File: src/rtl/keypad_scan.sv
// -----------------------------------------------------------------------------
// keypad_scan
//
// Purpose:
//   Scans a 4x4 active-low matrix keypad. One row is driven low at a time and
//   rotates on every scan tick while no key is seen. A candidate key is
//   debounced over DEB_TICKS consecutive scan-tick samples before it is
//   accepted. A release is debounced the same way before the key is dropped.
//
// Parameters:
//   SCAN_DIV   clk cycles per scan tick (2 .. 2**20)
//   DEB_TICKS  consecutive matching tick samples to accept press/release (1..15)
//
// Ports:
//   clk        system clock, all logic on the rising edge
//   rst_n      asynchronous active-low reset
//   col[3:0]   keypad column lines, active-low, pulled up externally
//   row[3:0]   keypad row drive, active-low, exactly one bit low
//   onehot     held key as a one-hot vector (row*4 + col), 0 = no key
//   key_code   binary index of the last accepted key, kept after release
//   key_valid  one-cycle pulse when a press is accepted
//
// Build option:
//   KEYPAD_GHOST_REJECT_EN  when defined, a sample with two or more columns
//                           low on the driven row counts as "no key" while
//                           scanning and as a mismatch while debouncing a
//                           press. When undefined, the lowest low column wins.
// -----------------------------------------------------------------------------
module keypad_scan #(
    parameter int unsigned SCAN_DIV  = 50000,
    parameter int unsigned DEB_TICKS = 4
) (
    input  logic        clk,
    input  logic        rst_n,
    input  logic [3:0]  col,
    output logic [3:0]  row,
    output logic [15:0] onehot,
    output logic [3:0]  key_code,
    output logic        key_valid
);

    localparam int unsigned DIV_W = (SCAN_DIV > 1) ? $clog2(SCAN_DIV) : 1;
    localparam logic [DIV_W-1:0] DIV_LAST = DIV_W'(SCAN_DIV - 1);
    localparam logic [3:0] DEB_LAST = 4'(DEB_TICKS);
    localparam logic [3:0] ROW_FIRST = 4'b1110;

    typedef enum logic [1:0] {
        ST_SCAN        = 2'd0,
        ST_DEB_PRESS   = 2'd1,
        ST_PRESSED     = 2'd2,
        ST_DEB_RELEASE = 2'd3
    } state_t;

    // -------------------------------------------------------------------------
    // Helper functions
    // -------------------------------------------------------------------------

    // Decode the active-low column sample into {hit, column index}.
    function automatic logic [2:0] decode_cols(input logic [3:0] col_low);
        logic [2:0] res;
        res = 3'b000;
`ifdef KEYPAD_GHOST_REJECT_EN
        // Only a single low column is a usable key; anything else is ghosting.
        case (col_low)
            4'b0001: res = 3'b100;
            4'b0010: res = 3'b101;
            4'b0100: res = 3'b110;
            4'b1000: res = 3'b111;
            default: res = 3'b000;
        endcase
`else
        // Lowest-numbered low column wins.
        if (col_low[0]) begin
            res = 3'b100;
        end else if (col_low[1]) begin
            res = 3'b101;
        end else if (col_low[2]) begin
            res = 3'b110;
        end else if (col_low[3]) begin
            res = 3'b111;
        end else begin
            res = 3'b000;
        end
`endif
        return res;
    endfunction

    // Row index of the currently driven (low) row.
    function automatic logic [1:0] row_index(input logic [3:0] r);
        logic [1:0] idx;
        case (r)
            4'b1110: idx = 2'd0;
            4'b1101: idx = 2'd1;
            4'b1011: idx = 2'd2;
            4'b0111: idx = 2'd3;
            default: idx = 2'd0;
        endcase
        return idx;
    endfunction

    // Next row pattern; any corrupted pattern recovers to the first row.
    function automatic logic [3:0] rotate_row(input logic [3:0] r);
        logic [3:0] nxt;
        case (r)
            4'b1110: nxt = 4'b1101;
            4'b1101: nxt = 4'b1011;
            4'b1011: nxt = 4'b0111;
            4'b0111: nxt = 4'b1110;
            default: nxt = ROW_FIRST;
        endcase
        return nxt;
    endfunction

    // -------------------------------------------------------------------------
    // Storage
    // -------------------------------------------------------------------------
    logic [3:0]       col_meta_q;
    logic [3:0]       col_sync_q;
    logic [DIV_W-1:0] div_q;
    state_t           state_q, state_d;
    logic [3:0]       row_q, row_d;
    logic [3:0]       cnt_q, cnt_d;
    logic [1:0]       key_row_q, key_row_d;
    logic [1:0]       key_col_q, key_col_d;
    logic [15:0]      onehot_q, onehot_d;
    logic [3:0]       key_code_q, key_code_d;
    logic             key_valid_q, key_valid_d;

    // -------------------------------------------------------------------------
    // Derived combinational signals
    // -------------------------------------------------------------------------
    logic             tick_s;
    logic [2:0]       dec_s;
    logic             hit_s;
    logic [1:0]       hit_col_s;
    logic [1:0]       cur_row_s;
    logic             match_s;
    logic             key_up_s;
    logic [3:0]       cnt_inc_s;
    logic             cnt_done_s;

    assign tick_s     = (div_q == DIV_LAST);
    assign dec_s      = decode_cols(~col_sync_q);
    assign hit_s      = dec_s[2];
    assign hit_col_s  = dec_s[1:0];
    assign cur_row_s  = row_index(row_q);
    // Row is frozen while debouncing, so only the column needs comparing.
    assign match_s    = hit_s && (hit_col_s == key_col_q);
    assign key_up_s   = col_sync_q[key_col_q];
    // Saturating increment: never wraps past DEB_TICKS.
    assign cnt_inc_s  = (cnt_q >= DEB_LAST) ? DEB_LAST : (cnt_q + 4'd1);
    assign cnt_done_s = (cnt_inc_s == DEB_LAST);

    // Column synchronizer and free-running scan-tick divider.
    always_ff @(posedge clk or negedge rst_n) begin
        if (!rst_n) begin
            col_meta_q <= 4'b1111;
            col_sync_q <= 4'b1111;
            div_q      <= '0;
        end else begin
            col_meta_q <= col;
            col_sync_q <= col_meta_q;
            if (div_q >= DIV_LAST) begin
                div_q <= '0;
            end else begin
                div_q <= div_q + DIV_W'(1);
            end
        end
    end

    // FSM state register.
    always_ff @(posedge clk or negedge rst_n) begin
        if (!rst_n) begin
            state_q <= ST_SCAN;
        end else begin
            state_q <= state_d;
        end
    end

    // FSM next-state logic; all decisions happen on scan ticks.
    always_comb begin
        state_d = state_q;
        if (tick_s) begin
            case (state_q)
                ST_SCAN: begin
                    if (hit_s) begin
                        state_d = ST_DEB_PRESS;
                    end else begin
                        state_d = ST_SCAN;
                    end
                end
                ST_DEB_PRESS: begin
                    if (!match_s) begin
                        state_d = ST_SCAN;
                    end else if (cnt_done_s) begin
                        state_d = ST_PRESSED;
                    end else begin
                        state_d = ST_DEB_PRESS;
                    end
                end
                ST_PRESSED: begin
                    // Other columns going low are ignored while a key is held.
                    if (key_up_s) begin
                        state_d = ST_DEB_RELEASE;
                    end else begin
                        state_d = ST_PRESSED;
                    end
                end
                ST_DEB_RELEASE: begin
                    if (!key_up_s) begin
                        state_d = ST_PRESSED;
                    end else if (cnt_done_s) begin
                        state_d = ST_SCAN;
                    end else begin
                        state_d = ST_DEB_RELEASE;
                    end
                end
                default: begin
                    state_d = ST_SCAN;
                end
            endcase
        end else begin
            state_d = state_q;
        end
    end

    // FSM output logic: next values for the row drive, debounce counter,
    // latched key and the registered key outputs.
    always_comb begin
        row_d       = row_q;
        cnt_d       = cnt_q;
        key_row_d   = key_row_q;
        key_col_d   = key_col_q;
        onehot_d    = onehot_q;
        key_code_d  = key_code_q;
        key_valid_d = 1'b0;
        case (state_q)
            ST_SCAN: begin
                if (!tick_s) begin
                    cnt_d = cnt_q;
                end else if (hit_s) begin
                    // Freeze the row and latch the candidate key.
                    key_row_d = cur_row_s;
                    key_col_d = hit_col_s;
                    cnt_d     = 4'd0;
                end else begin
                    row_d = rotate_row(row_q);
                    cnt_d = 4'd0;
                end
            end
            ST_DEB_PRESS: begin
                if (!tick_s) begin
                    cnt_d = cnt_q;
                end else if (!match_s) begin
                    cnt_d = 4'd0;
                end else if (cnt_done_s) begin
                    // Acceptance: onehot, key_code and key_valid move together.
                    cnt_d       = cnt_inc_s;
                    onehot_d    = 16'h0001 << {key_row_q, key_col_q};
                    key_code_d  = {key_row_q, key_col_q};
                    key_valid_d = 1'b1;
                end else begin
                    cnt_d = cnt_inc_s;
                end
            end
            ST_PRESSED: begin
                if (tick_s && key_up_s) begin
                    cnt_d = 4'd0;
                end else begin
                    cnt_d = cnt_q;
                end
            end
            ST_DEB_RELEASE: begin
                if (!tick_s) begin
                    cnt_d = cnt_q;
                end else if (!key_up_s) begin
                    cnt_d = 4'd0;
                end else if (cnt_done_s) begin
                    cnt_d    = cnt_inc_s;
                    onehot_d = 16'h0000;
                end else begin
                    cnt_d = cnt_inc_s;
                end
            end
            default: begin
                row_d    = ROW_FIRST;
                cnt_d    = 4'd0;
                onehot_d = 16'h0000;
            end
        endcase
    end

    // Datapath and output registers.
    always_ff @(posedge clk or negedge rst_n) begin
        if (!rst_n) begin
            row_q       <= ROW_FIRST;
            cnt_q       <= 4'd0;
            key_row_q   <= 2'd0;
            key_col_q   <= 2'd0;
            onehot_q    <= 16'h0000;
            key_code_q  <= 4'h0;
            key_valid_q <= 1'b0;
        end else begin
            row_q       <= row_d;
            cnt_q       <= cnt_d;
            key_row_q   <= key_row_d;
            key_col_q   <= key_col_d;
            onehot_q    <= onehot_d;
            key_code_q  <= key_code_d;
            key_valid_q <= key_valid_d;
        end
    end

    assign row       = row_q;
    assign onehot    = onehot_q;
    assign key_code  = key_code_q;
    assign key_valid = key_valid_q;

endmodule

File: config.mk
export PLATFORM = sky130hd
export DESIGN_NAME = keypad_scan
export DESIGN_NICKNAME = d
export VERILOG_FILES = /design/src/rtl/keypad_scan.sv
export SDC_FILE = /design/constraint.sdc
export NUM_CORES = 1
export LEC_CHECK = 0
export ABC_AREA = 1
export CORE_MARGIN = 2
export CORE_UTILIZATION = 55
export CTS_CLUSTER_SIZE = 30
export DETAILED_ROUTE_END_ITERATION = 12
export PLACE_DENSITY = 0.78
export SETUP_SLACK_MARGIN = 0.4
export SLEW_MARGIN = 40
export SYNTH_ARGS = -nofsm -noshare
export SYNTH_HDL_FRONTEND = slang
export SYNTH_SLANG_ARGS = --single-unit
export TNS_END_PERCENT = 100
File: constraint.sdc
create_clock -name clk -period 2.5 [get_ports clk]
set_input_delay 0.625 -clock clk [delete_from_list [all_inputs] [get_ports clk]]
set_output_delay 0.625 -clock clk [all_outputs]
set_load 0.02 [all_outputs]
### Yosys cells after proc, flatten, opt, wreduce, memory -nomap -nowiden

Index checks and enable logic that the tools add are counted.

| word-level totals | value |
|---|---|
| logic and storage cells | 81 |
| output and inout bits | 25 |
| bits in registers | 59 |

| operators by class | value |
|---|---|
| bitwise logic cells | 2 |
| reductions and logical operators | 9 |
| equality and inequality tests | 18 |
| $add $sub $neg | 2 |
| shift-type cells | 1 |
| $lt $le $gt $ge | 3 |
| muxes and demuxes | 35 |

Operators by type and width:

| kind | number |
|---|---|
| 16-bit 2-to-1 mux | 7 |
| 16-bit case mux with 2 select lines | 1 |
| 4-bit 2-to-1 mux | 7 |
| 16-bit by 1-bit adder with 16-bit output (second input constant) | 1 |
| 16-bit equality test (second input constant) | 1 |
| 16-bit greater-or-equal comparator (second input constant) | 1 |
| 2-bit != test (second input constant) | 8 |
| 4-bit case mux with 4 select lines | 1 |
| 1-bit by 4-bit << shifter with 16-bit output (first input constant) | 1 |
| 4-bit equality test (second input constant) | 3 |
| 3-bit 2-to-1 mux | 4 |
| 4-bit case mux with 3 select lines | 1 |
| 4-bit by 3-bit equality test with 1-bit output (second input constant) | 2 |
| 2-bit 2-to-1 mux | 4 |
| 2-bit case mux with 4 select lines | 1 |
| 4-bit AND reduction | 2 |
| 1-bit 2-to-1 mux | 7 |
| 7-bit AND reduction | 1 |
| 2-bit case mux with 3 select lines | 1 |
| 3-bit AND reduction | 2 |
| 4-bit by 1-bit adder with 4-bit output (second input constant) | 1 |
| 2-bit equality test (second input constant) | 2 |
| 4-bit by 3-bit greater-or-equal comparator with 1-bit output (second input constant) | 1 |
| 4-bit inverter | 1 |
| other kinds (8) | 9 |

### Logic depth before layout (Yosys ltp)

| depth | value |
|---|---|
| depth in word-level cells | 10 |
| gate-level depth with buffers | 12 |

### Worst setup path before layout

OpenSTA, ideal clock, no wires.

| path | value |
|---|---|
| kind | register to register |
| from | register div_q[0] |
| to | register onehot_q[10], in the netlist onehot[10] |
| cell stages (with the launch flop) | 12 |
| setup time | 0.117 ns |
| path slack | 0.868 ns |
| arrival | 1.515 ns |
| cell sequence | dfrtp_1 ha_1 nand3_2 nor2_2 nand2_2 nor2_4 inv_4 nor2_8 nand2_4 buf_6 nand2_1 nand2_1 |

| on the way | value |
|---|---|
| cells in the longest elaborated chain, start to end | 3 |

Ends and longest elaborated chain:

| item | line | source |
|---|---|---|
| from (decl) | 119 | `logic [DIV_W-1:0] div_q;` |
| from (signal assigned) | 166 | `div_q <= div_q + DIV_W'(1);` |
| 16-bit equality test * | 142 | `assign tick_s = (div_q == DIV_LAST);` |
| 2-bit != test (no line) | n/a |  |
| 7-bit AND reduction (no line) * | n/a |  |
| to (signal assigned) | 308 | `onehot_q <= onehot_d;` |
| to (decl) | 125 | `logic [15:0] onehot_q, onehot_d;` |

Every way passes the cells marked *; elsewhere a longest branch is shown, timed or not.
A chain may end at the register's enable or synchronous reset.

### Final worst setup path

| path | value |
|---|---|
| from | register row_q[0], in the netlist row[0] |
| to | output row[0] |

RTL lines:

| item | line | source |
|---|---|---|
| from (decl) | 121 | `logic [3:0] row_q, row_d;` |
| from (signal assigned) | 304 | `row_q <= row_d;` |
| to (decl) | 36 | `output logic [3:0] row,` |

No word-level cell between the ends.

==> impl_metrics.csv <==
group,metric,value,unit
run_status,status,"finished clean",
timing,relSlewSlack,53.1,%
timing,worst_pin_slew,0.704,ns
timing,finalCriticalPeriod,1.97,ns
logic_synthesis,syn_area,0.00293,mm^2
cts,cts_max_level,3,
logic_synthesis,yosysMostFrequentCell,"nand2_1",
drt,viasPerCell,5.11,
drt,drtIter0Drc,172,
grt,grt.busiest_layer,"met2",
floorplanning,io_pins,31,
setup_path,critPathKind,"flop to output pin",
logic_synthesis,synth_common_cells,"nand2_1, nor2_1, dfrtp_1, nand3_1, inv_1",
setup_path,cpLargestDelayFamily,"buffers and inverters",
cts,cts_setup_buffers,0,
min_path,hold_path.class,"flop to flop",
timing,slew_viol_final,0,
setup_path,startpoint,"row[0]",
logic_synthesis,yosysTopAreaCell,"dfrtp_1",
logic_synthesis,synth_ff_type,"dfrtp_1",
grt,gr-total-overflow,0,
cells_and_area,final_util,68.8,%
floorplanning,dieHeight,77.0,um
pwr,swShare,18.7,%
cts,cts_resized,3,
cells_and_area,insertedDiodeCount,0,
setup_path,r2r-start,"div_q[0]",
floorplanning,die-area,0.00593,mm^2
pwr,power_switching,0.382,mW
cts,cts_made_buffers,9,
pwr,max-vdd-ir-drop,0.506,mV
drt,vias,2451,
cts,cts_sinks,59,
pwr,pwr-share-comb,1.7,%
cts,cts-root-buf,"clkbuf_8",
placed_design,dp_hpwl,4.18,mm
placed_design,post-place-ws,0.652,ns
grt,first_global_vias,2274,
placed_design,placedCellCount,464,
timing,period_share,79.0,%
logic_synthesis,yosysSeqAreaShare,50.9,%
cells_and_area,fillers,420,
grt,use_met3,5.06,%
timing,tns,0,ns
pwr,p_int,1.66,mW
grt,track_usage,22.2,%
setup_path,start_kind,"flop",
setup_path,crit_buf_inv,1,
grt,use_met2,33.8,%
drt,routed_wl,5.82,mm
logic_synthesis,syn_area_per_cell,7.96,um^2
placed_design,gp_congestion,0.937,
placed_design,placed_area,0.00327,mm^2
drt,drt_first_pass_iters,4,
timing,max_freq,507,MHz
timing,setup_ws,0.526,ns
grt,grt_first_pass_wirelength,10.5,mm
setup_path,end_kind,"output pin",
logic_synthesis,synthDistinctLibCells,34,
drt,wl_per_cell,12.1,um
logic_synthesis,synth_area_leaders,"dfrtp_1, nand2_1, dfstp_2, nor2_1, nand3_1",
logic_synthesis,synth_edf_count,0,
cts,path_clk_slew,0.07,ns
cells_and_area,stdcell_count,480,
cts,clk_path_buf_depth,2,
logic_synthesis,synth_nets,376,
setup_path,cpPeakStageDelay,0.63,ns
cells_and_area,fin_nets,413,
timing,fin_skew,0.00684,ns
timing,hold_viol,0,
logic_synthesis,synthCells,368,
logic_synthesis,synth_seq_cells,59,
pwr,clkPwrFrac,50.8,%
setup_path,critPathMaxFanout,4,
drt,drc,0,
logic_synthesis,synth.yosys.warnings,0,
pwr,seqPwrFrac,47.5,%
drt,ant_nets,0,
job,cap_violations,0,
floorplanning,start_util,57.3,%
timing,setup_violations,0,
cells_and_area,stdcell_area,0.00351,mm^2
cts,postCtsHoldBufs,0,
floorplanning,die_w,77.0,um
placed_design,io_buffers,30,
logic_synthesis,yosysTopAreaCellShare,41.0,%
timing,rsz0062_at_grt,"no",
cells_and_area,post_route_cells_drive_above_1_share,11.0,%
logic_synthesis,async_reset_ff_share,100,%
setup_path,crit_chain,"clkdlybuf4s50_1",
setup_path,arrival,1.35,ns
setup_path,worst_ep_required_time,1.88,ns
grt,grt_start_max_net_pins,60,
grt,antenna_found_initial,0,
floorplanning,core,0.00511,mm^2
cts,cts_tree,"done",
min_path,hp-start,"col_meta_q[0]",
pwr,power_leakage,1.73,nW
cells_and_area,area_delta_synth_final,19.9,%
pwr,power_density,582,mW/mm^2
cts,worst_skew_pair.late_latency,0.33,ns
grt,grt_use_met1,31.7,%
setup_path,cp_slowest_cell,"clkdlybuf4s50_1",
floorplanning,placementRows,26,
==> state kept, by name, indices dropped and copies added, names as in the netlist <==
name and cells:
onehot 16, key_code 4, key_valid 1, cnt_q 4, div_q 16, key_col_q 2, col_sync_q 4, row 4
key_row_q 2, col_meta_q 4, state_q 2
==> final timing paths <==
kind | endpoint | slack [ns] | cells past startpoint
setup / recovery | row[0] | 0.53 | 1
hold / removal | col_sync_q[0] | 0.35 | 0
max in group asynchronous | cnt_q[0] | 1.59 | 2
hold reg to reg | col_sync_q[0] | 0.35 | 0
min in group asynchronous | div_q[1] | 0.42 | 2
setup reg to reg | onehot[5] | 0.64 | 10
==> area by class of cell <==
cell class | count | area, um^2 | share of cell area [%]
Tap cell | 70 | 87.6 | 2.49
Timing Repair Buffer | 33 | 314 | 8.94
Clock inverter | 5 | 100 | 2.85
Inverter | 27 | 104 | 2.96
Clock buffer | 11 | 141 | 4.03
Multi-Input combinational cell | 275 | 1270 | 36.3
Sequential cell | 59 | 1490 | 42.4
==> cell families (layout without fill, tap and decap cells) <==
| kind of cell | after synthesis | after routing | synth area share (%) |
|---|---|---|---|
| AO/OA/AOI/OAI | 18 | 18 | 3.46 |
| XOR/XNOR | 6 | 6 | 1.79 |
| adder cells (fa/ha/maj) | 2 | 2 | 0.854 |
| buffers and inverters | 34 | 76 | 5.60 |
| flip-flops | 59 | 59 | 50.9 |
| AND/OR/NAND/NOR | 249 | 249 | 37.4 |
==> cell usage in the layout (no fill, tap or decap), types with 2 or more instances in the layout <==
cell,instances
nor2_4,2
clkinv_2,2
nand3_1,41
a21oi_1,4
nor3b_1,3
inv_1,25
o21ai_0,9
dlygate4sd2_1,3
nand2_4,2
xor2_1,5
dfstp_2,11
clkdlybuf4s50_1,26
nand2_1,118
bufinv_16,3
ha_1,2
nor2_1,61
buf_4,3
nor3_1,9
or2_2,2
clkbuf_8,10
dfrtp_1,48
nand4_1,4
==> through the flow <==
stage               power (mW)  hold slack, ns
global placement          1.02           0.346
global route              2.12           0.355
floorplan                0.996           0.329
detailed placement        1.03           0.347
CTS                       2.07           0.350
finish                    2.05           0.348
==> layer usage <==
metal | share of wire, % | wire length (um) | up-vias
li1 | - | - | 1248
met1 | 48 | 2770 | 1139
met2 | 47 | 2730 | 56
met3 | 4.0 | 234 | 8
met4 | 1.4 | 80 | 0
met5 | 0 | 0 | -
==> power by group through the flow <==
stage               logic (mW)  registers (mW)  clock network (mW)
floorplan              0.00818           0.988                   0
global placement        0.0356           0.988                   0
detailed placement      0.0362           0.989                   0
CTS                     0.0364           0.972                1.06
global route            0.0415           0.972                1.11
finish                  0.0346           0.972                1.04
Note: power is estimated with default switching activity, not from simulation.
